$ cat config.mk
export PLATFORM = sky130hd
export DESIGN_NAME = seven_seg_reader
export DESIGN_NICKNAME = d
export VERILOG_FILES = /design/src/rtl/seven_seg_reader.sv
export SDC_FILE = /design/constraint.sdc
export NUM_CORES = 1
export LEC_CHECK = 0
export ABC_AREA = 0
export CELL_PAD_IN_SITES_DETAIL_PLACEMENT = 1
export CELL_PAD_IN_SITES_GLOBAL_PLACEMENT = 1
export CORE_ASPECT_RATIO = 1.75
export CORE_MARGIN = 2
export CORE_UTILIZATION = 44
export DETAILED_ROUTE_END_ITERATION = 16
export GPL_TIMING_DRIVEN = 0
export PLACE_DENSITY = 0.9
export SLEW_MARGIN = 20
export SYNTH_ARGS = -nofsm -noshare
export SYNTH_HDL_FRONTEND = slang
export SYNTH_SLANG_ARGS = --single-unit
export TNS_END_PERCENT = 30
$ cat constraint.sdc
create_clock -name clk -period 3.58 [get_ports clk]
set_input_delay 0.895 -clock clk [delete_from_list [all_inputs] [get_ports clk]]
set_output_delay 0.895 -clock clk [all_outputs]
set_load 0.02 [all_outputs]
$ cat src/rtl/seven_seg_reader.sv
// Receive-side decoder for a multiplexed 4-digit seven-segment bus: synchronizes
// seg/an, waits for a stable pattern, and latches the hex value of each digit.
module seven_seg_reader #(
  parameter int STABLE_CYCLES = 4
) (
  input  logic        clk,
  input  logic        rst_n,
  input  logic [6:0]  seg,
  input  logic [3:0]  an,
  output logic [15:0] digits,
  output logic [3:0]  digit_valid,
  output logic        digit_stb,
  output logic        bad_pattern,
  output logic        frame_done
);

  typedef enum logic [1:0] {IDLE, COUNT, HELD} state_t;

  localparam logic [7:0] STABLE_LIM = 8'(STABLE_CYCLES);

  // {ok, value}: ok = 1 only for one of the sixteen hex glyphs
  function automatic logic [4:0] decode_seg(input logic [6:0] p);
    case (p)
      7'h3F: return {1'b1, 4'h0};
      7'h06: return {1'b1, 4'h1};
      7'h5B: return {1'b1, 4'h2};
      7'h4F: return {1'b1, 4'h3};
      7'h66: return {1'b1, 4'h4};
      7'h6D: return {1'b1, 4'h5};
      7'h7D: return {1'b1, 4'h6};
      7'h07: return {1'b1, 4'h7};
      7'h7F: return {1'b1, 4'h8};
      7'h6F: return {1'b1, 4'h9};
      7'h77: return {1'b1, 4'hA};
      7'h7C: return {1'b1, 4'hB};
      7'h39: return {1'b1, 4'hC};
      7'h5E: return {1'b1, 4'hD};
      7'h79: return {1'b1, 4'hE};
      7'h71: return {1'b1, 4'hF};
      default: return 5'b0;
    endcase
  endfunction

  logic [6:0]  seg_s1_q, seg_s2_q;
  logic [3:0]  an_s1_q, an_s2_q;
  logic [10:0] prev_q, prev_d;
  logic [7:0]  cnt_q, cnt_d;
  state_t      state_q, state_d;
  logic [15:0] digits_q, digits_d;
  logic [3:0]  valid_q, valid_d;
  logic        stb_q, stb_d;
  logic        bad_q, bad_d;
  logic        frame_q, frame_d;
  logic [3:0]  seen_q, seen_d;

  logic [10:0] s_cur;
  logic        onehot;
  logic [1:0]  idx;
  logic        latch;
  logic [4:0]  dec;
  logic [3:0]  seen_nx;

  assign s_cur = {an_s2_q, seg_s2_q};
  assign dec   = decode_seg(seg_s2_q);

  always_comb begin
    onehot = 1'b1;
    idx    = 2'd0;
    case (an_s2_q)
      4'b0001: idx = 2'd0;
      4'b0010: idx = 2'd1;
      4'b0100: idx = 2'd2;
      4'b1000: idx = 2'd3;
      default: onehot = 1'b0;
    endcase
  end

  always_comb begin
    state_d  = state_q;
    cnt_d    = cnt_q;
    digits_d = digits_q;
    valid_d  = valid_q;
    seen_d   = seen_q;
    stb_d    = 1'b0;
    bad_d    = 1'b0;
    frame_d  = 1'b0;
    prev_d   = s_cur;
    latch    = 1'b0;
    seen_nx  = seen_q | an_s2_q;

    case (state_q)
      IDLE: begin
        cnt_d = 8'd0;
        if (onehot) begin
          state_d = COUNT;
          cnt_d   = 8'd1;
        end
      end
      COUNT: begin
        if (!onehot) begin
          state_d = IDLE;
          cnt_d   = 8'd0;
        end else if (s_cur == prev_q) begin
          cnt_d = cnt_q + 8'd1;
          if (cnt_d == STABLE_LIM) begin
            latch   = 1'b1;
            state_d = HELD;
          end
        end else begin
          cnt_d = 8'd1;
        end
      end
      HELD: begin
        if (s_cur != prev_q) begin
          state_d = onehot ? COUNT : IDLE;
          cnt_d   = onehot ? 8'd1 : 8'd0;
        end
      end
      default: begin
        state_d = IDLE;
        cnt_d   = 8'd0;
      end
    endcase

    // Blank and hex glyphs count toward the frame; invalid glyphs only flag
    if (latch) begin
      if (dec[4] || seg_s2_q == 7'h00) begin
        digits_d[{idx, 2'b00} +: 4] = dec[4] ? dec[3:0] : 4'h0;
        valid_d[idx]                = dec[4];
        stb_d                       = 1'b1;
        if (seen_nx == 4'hF) begin
          frame_d = 1'b1;
          seen_d  = 4'h0;
        end else begin
          seen_d = seen_nx;
        end
      end else begin
        bad_d = 1'b1;
      end
    end
  end

  always_ff @(posedge clk or negedge rst_n) begin
    if (!rst_n) begin
      seg_s1_q <= '0;
      seg_s2_q <= '0;
      an_s1_q  <= '0;
      an_s2_q  <= '0;
      prev_q   <= '0;
      cnt_q    <= '0;
      state_q  <= IDLE;
      digits_q <= '0;
      valid_q  <= '0;
      stb_q    <= 1'b0;
      bad_q    <= 1'b0;
      frame_q  <= 1'b0;
      seen_q   <= '0;
    end else begin
      seg_s1_q <= seg;
      seg_s2_q <= seg_s1_q;
      an_s1_q  <= an;
      an_s2_q  <= an_s1_q;
      prev_q   <= prev_d;
      cnt_q    <= cnt_d;
      state_q  <= state_d;
      digits_q <= digits_d;
      valid_q  <= valid_d;
      stb_q    <= stb_d;
      bad_q    <= bad_d;
      frame_q  <= frame_d;
      seen_q   <= seen_d;
    end
  end

  assign digits      = digits_q;
  assign digit_valid = valid_q;
  assign digit_stb   = stb_q;
  assign bad_pattern = bad_q;
  assign frame_done  = frame_q;

endmodule

==> metrics.txt, run 1 <==
status complete, no violations; antenna-violating nets left 0; PD cells 440 nW/um^2; Layout area overhead 23.1%; cells after synthesis 284; post-route cell area 3940 sq um; Post-synth EDFFs 0; maximum vdd drop 328 uV; RR Startpoint an_s2_q[3]$_DFF_PN0_; via count 2,478; Synth top cells by count 70 x dfrtp_1, 30 x nor2_1, 16 x xnor2_1, 13 x clkbuf_1; worst hold path type flip-flop to flip-flop; Die H 117 um; hold endpoint seg_s2_q[5]$_DFF_PN0_; Top-Level Pins 36; arrival time worst endpoint 3310 ps; CTS max path bufs 2; Synth Cell Area 3200 sq um; cts repair resizes 0; vias in the first global route 2,820; instance area at placement 3690 sq um; clk sinks 70; Root Buffer clkbuf_16; predominant post-synthesis flop cell dfrtp_1; Yosys top cell area share 0.547; Clock Skews 8.17 ps; Ys Warns 0; Worst Setup End Kind flip-flop; Top Metal Used met4; worst-skew pair later-pin latency 330 ps; hold-critical path depth 0; Core Region 7130 sq um; RR Endpoint digits[3]$_DFFE_PN0P_; synth top area cells dfrtp_1 55%, xnor2_1 4.4%, mux2_1 3.5%; RSZ-0062 raised after global routing false; R2R Setup Slk 470 ps; Total Routing Usage GR 0.252; met3 WL 272 um; CTS tree yes; metal2 WL 5220 um; Worst path max stage delay 570 ps; drt total wl 8920 um; Post CTS Setup Buffer Count 0; worst-path maximum fanout 9; Nets 350; PnR Total Power 1.73 mW; Final setup violation count 0; synthesized area per cell 11.3 sq um; R2R cell count 8; M1 WL 3100 um; min cycle time layout 3110 ps; WS Path Type flip-flop to flip-flop; pin count of the biggest net entering global routing 52; actual slew at the worst max-slew pin 917 ps; cts hold-fix bufs 0; proportion of layout cells with a drive suffix above 1 0.108; crit path launch type flip-flop; Initial DRC Count 127; initial antenna violation count 0; endpoints failing hold 0; grt total ovfl 0; asr flop ratio synth 1.00; max cap viols 0; Via density 5.90; first-pass GRT wire length 14,400 um; post-synthesis sequential area ratio 0.547; Leak 1.69 nW; Synth area leader dfrtp_1; most frequent cell on the critical path clkbuf_1; Die W 68.5 um; Relative slew margins 0.387; hold wc startpoint seg_s1_q[5]$_DFF_PN0_; H-Tree Depth 3; DR WL/cell 21.2 um; top-count cell post-synth dfrtp_1; Initial Util 0.449; CTS Buf Count 9; Final HPWL DP 6030 um; CP max stage cell nor4b_4; port bufs 35; number of core rows 41; Worst EP required 3780 ps; fmax 0.322 GHz; Reg clk slew, reported paths 50 ps; Post-Syn Nets 303; hold slack final 347 ps; final cycle utilization of the critical path 0.868; Core Util, Final 0.553; # DRC 0; ANT cells 0; number of synthesized register bits 70; Slew Limit Fails 0; worst-path cell chain clkbuf_1 > or4b_1 > o211a_1 > or2_0 > clkbuf_1 > nor4b_4 > nand3_2 > mux2_1; DRT Pass-1 Iters 4; Die Area 8010 sq um; library cells used by synthesis 51; RePlAce Congestion 0.898
per-layer routing:
| layer | vias up | GRT usage |
|---|---|---|
| li1 | 1114 | - |
| met1 | 1273 | 0.251 |
| met2 | 67 | 0.463 |
| met3 | 24 | 0.0564 |
| met4 | 0 | 0.136 |
| met5 | - | 0 |
registers in the layout (all words and copies together), names as in the netlist:
signal       flops
state_q          2
an_s1_q          4
an_s2_q          4
cnt_q            8
digit_valid      4
seen_q           4
digit_stb        1
seg_s1_q         7
bad_pattern      1
prev_q          11
seg_s2_q         7
frame_done       1
digits          16
critical path, delay by kind of cell, from the launching register on:
kind                   cells  cell delay, ps
buffers and inverters      2             390
and+or+nand+nor            4            1590
DFF                        1             390
AOI/OAI and AO/OA          1             190
muxes                      1             420
cells in the final DEF (no fill, tap or decap), types with 6 or more instances in the layout:
cell type        Yosys  final
dfrtp_1             70     70
clkdlybuf4s50_1      0     34
nor2_1              30     30
xnor2_1             16     16
clkbuf_1            13     15
nand2_1             11     11
o21ai_0             11     11
mux2_1              10     10
mux2_2              10     10
nand3_1              9      9
nor3_1               9      9
clkbuf_16            0      9
a21oi_1              6      6
a31oi_1              6      6
ha_1                 6      6
logic make-up (layout without fill, tap and decap cells):
family	after synthesis	after routing	share of synthesized area
and+or+nand+nor	108	108	0.198
DFF	70	70	0.547
AOI/OAI and AO/OA	44	44	0.0922
muxes	20	20	0.0703
buffers and inverters	19	69	0.0226
xor gates and xnor gates	17	17	0.0465
adders and majority gates	6	6	0.0234
area by class of cell:
cell class	count	area (sq um)
fill	748	3190
clock inverter	2	10.0
multi-input combinational	195	1380
timing repair buffer	36	375
sequential	70	1750
clock buffer	12	246
buffer	14	53.8
tap	86	108
inverter	5	18.8
metrics by stage:
stage	worst slack, ps	setup TNS (ps)	instances
floorplan	966	0	284
global placement	-619	-42930	405
detailed placement	589	0	406
global route	331	0	420
CTS	466	0	420
finish	473	0	420
worst max path at each step:
| stage | endpoint | cells after the start | startpoint | slack (ps) |
|---|---|---|---|---|
| after CTS | digits[3]$_DFFE_PN0P_ | 8 | an_s2_q[2]$_DFF_PN0_ | 470 |
| after global routing | digits[3]$_DFFE_PN0P_ | 8 | an_s2_q[2]$_DFF_PN0_ | 330 |
| after detailed placement | digits[10]$_DFFE_PN0P_ | 8 | an_s2_q[2]$_DFF_PN0_ | 590 |
| after floorplan | digits[12]$_DFFE_PN0P_ | 8 | an_s2_q[2]$_DFF_PN0_ | 970 |
| final | digits[3]$_DFFE_PN0P_ | 8 | an_s2_q[3]$_DFF_PN0_ | 470 |
| after global placement | digit_stb$_DFF_PN0_ | 1 | rst_n | -620 |
power breakdown:
group	leakage [nW]	total, mW	switching, mW	internal, mW
Combinational	0.664	0.119	0.0742	0.0452
Clock	0.128	0.784	0.307	0.477
Sequential	0.900	0.832	0.0186	0.813
Total	1.69	1.73	0.400	1.34
(Power assumes the default switching activity.)
==> inputs of run 2 (changes only) <==
--- a/config.mk
+++ b/config.mk
@@ -8,7 +8,7 @@
 export ABC_AREA = 0
 export CELL_PAD_IN_SITES_DETAIL_PLACEMENT = 1
 export CELL_PAD_IN_SITES_GLOBAL_PLACEMENT = 1
-export CORE_ASPECT_RATIO = 1.75
+export CORE_ASPECT_RATIO = 1.4
 export CORE_MARGIN = 2
 export CORE_UTILIZATION = 44
 export DETAILED_ROUTE_END_ITERATION = 16
==> run 2 against run 1 <==
First-iteration DRC count down 50%. Worst hold slack better by 0.54 ps. Cell count up 2.1%. Maximum frequency is 4.3% higher. Final area decreased by 2.3%. Die area fell by 0.22%. Global-route usage decreased by 4.4 points. Non-clock buffer count unchanged. Via count shrank 2.8%. Combinational power shrank 5%. Largest cell class unchanged.
==> metrics.txt, run 2 (synthesis gave the netlist of run 1 again) <==
via count 2,409 (-2.8%); combinational power share 0.076 (+0.007); Core Region 7030 sq um (-1.5%); max FFs per register 16 (unchanged); Slew Limit Fails 0 (unchanged); DRT Pass-1 Iters 4 (unchanged); crit path launch type flip-flop; WS Path Type flip-flop to flip-flop; fmax 0.336 GHz (+4.3%); Psw 0.361 mW (-9.7%); share of power burned in registers 0.560 (+0.081); Clock Power Share 0.364 (-0.088); Worst Setup End Kind flip-flop; final cycle utilization of the critical path 0.832 (-0.0360); drt total wl 7650 um (-14%); Clock Skews 6.80 ps (-1.37 ps); RePlAce Congestion 0.891 (-0.84%); grt total ovfl 0 (unchanged); Final setup violation count 0 (unchanged); actual slew at the worst max-slew pin 918 ps (+0.794 ps); ANT cells 0 (unchanged); Layout area overhead 20.3%; PD cells 384 nW/um^2 (-13%); max cap viols 0 (unchanged); PnR Total Power 1.48 mW (-15%); proportion of layout cells with a drive suffix above 1 0.108 (unchanged); switching share of power 0.244 (+0.0139); arrival time worst endpoint 3210 ps (-100 ps); Non-Filler Instances 429 (+2.1%); Total Routing Usage GR 0.208 (-0.0440); antenna-violating nets left 0 (unchanged); clk sinks 70 (unchanged); Core Util, Final 0.548 (-0.00465); worst hold path type flip-flop to flip-flop; Die W 76.1 um (+11%); vias in the first global route 2,568 (-8.9%); worst-path maximum fanout 9 (unchanged); Via density 5.62 (-4.8%); Leak 1.65 nW (-2.7%); maximum vdd drop 279 uV (-15%); Root Buffer clkbuf_8; initial antenna violation count 0 (unchanged); number of core rows 36 (-12%); worst-skew pair later-pin latency 350 ps (+20 ps); post-route cell area 3850 sq um (-2.3%); Placed Cells 415 (+2.2%); Int Pwr 1.12 mW (-16%); instance area at placement 3700 sq um (+0.31%); CTS tree yes; CTS Buf Count 9 (unchanged); cts repair resizes 0 (unchanged); Final HPWL DP 5430 um (-10%); cts hold-fix bufs 0 (unchanged); H-Tree Depth 3 (unchanged); commonest non-fill, non-tap cell in the layout dfrtp_1; status complete, no violations; # DRC 0 (unchanged); Post CTS Setup Buffer Count 0 (unchanged); Initial DRC Count 63 (-50%); first-pass GRT wire length 12,900 um (-11%); Layout fillers 778 (+4.0%); Relative slew margins 0.387 (-0.000530); pin count of the biggest net entering global routing 54 (+3.8%); endpoints failing hold 0 (unchanged); port bufs 35 (unchanged); most frequent cells in the layout 70 x dfrtp_1, 34 x clkdlybuf4s50_1, 30 x nor2_1, 16 x xnor2_1, 15 x clkbuf_1; DR WL/cell 17.8 um (-16%); Initial Util 0.456 (+0.00664); RSZ-0062 raised after global routing false; Die H 105 um (-10%); Top-Level Pins 36 (unchanged); Die Area 7990 sq um (-0.22%); Nets 350 (unchanged); Reg clk slew, reported paths 70 ps (+20 ps); CTS max path bufs 2 (unchanged); min cycle time layout 2980 ps (-129 ps); Worst EP required 3810 ps (+30 ps)
run 2: power by group through the flow:
stage	logic, mW	registers, mW	clock network (mW)
6_report	0.113	0.828	0.538
2_1_floorplan	0.0615	0.838	0
5_1_grt	0.126	0.830	0.583
3_5_place_dp	0.112	0.843	0
3_3_place_gp	0.102	0.841	0
4_1_cts	0.115	0.828	0.552
run 2: area by class of cell:
type	instances	area [sq um]	area share
well taps	95	119	0.0308
multi-input cells	195	1380	0.358
flip-flops and latches	70	1750	0.455
inverters	5	18.8	0.00487
clock inverters	2	10.0	0.00260
repair buffers	36	375	0.0974
clock buffers	12	145	0.0377
plain buffers	14	53.8	0.0140
run 2: worst paths after layout:
kind                                       startpoint                     end  slack [ps]  cells past startpoint
min in group asynchronous                       rst_n    prev_q[10]$_DFF_PN0_         420                      1
worst min register to register  seg_s1_q[4]$_DFF_PN0_   seg_s2_q[4]$_DFF_PN0_         350                      0
max in group asynchronous                       rst_n   digits[7]$_DFFE_PN0P_        2620                      2
worst max-delay path             an_s2_q[3]$_DFF_PN0_  digits[13]$_DFFE_PN0P_         600                      8
worst min-delay path            seg_s1_q[4]$_DFF_PN0_   seg_s2_q[4]$_DFF_PN0_         350                      0
worst max register to register   an_s2_q[3]$_DFF_PN0_  digits[13]$_DFFE_PN0P_         600                      8
run 2: worst max-delay path: stages (launching register included):
cell and delay, ps:
dfrtp_1 370, clkbuf_1 230, or4b_1 510, o211a_1 200
or2_0 240, clkbuf_1 160, nor4b_4 540, nand3_2 250
mux2_1 370
run 2: per-layer routing:
metal	vias to the layer above	GRT usage	wire, um
li1	1113	-	-
met1	1235	0.233	3040
met2	43	0.376	4190
met3	18	0.0492	220
met4	0	0.0857	200
met5	-	0	0
run 2: stage by stage:
step / setup TNS [ps] / setup slack [ps] / hold slack (ps)
after global routing: 0 / 342 / 355
after global placement: -45730 / -656 / 332
after detailed placement: 0 / 580 / 336
after floorplan: 0 / 966 / 331
final: 0 / 602 / 348
after CTS: 0 / 548 / 351
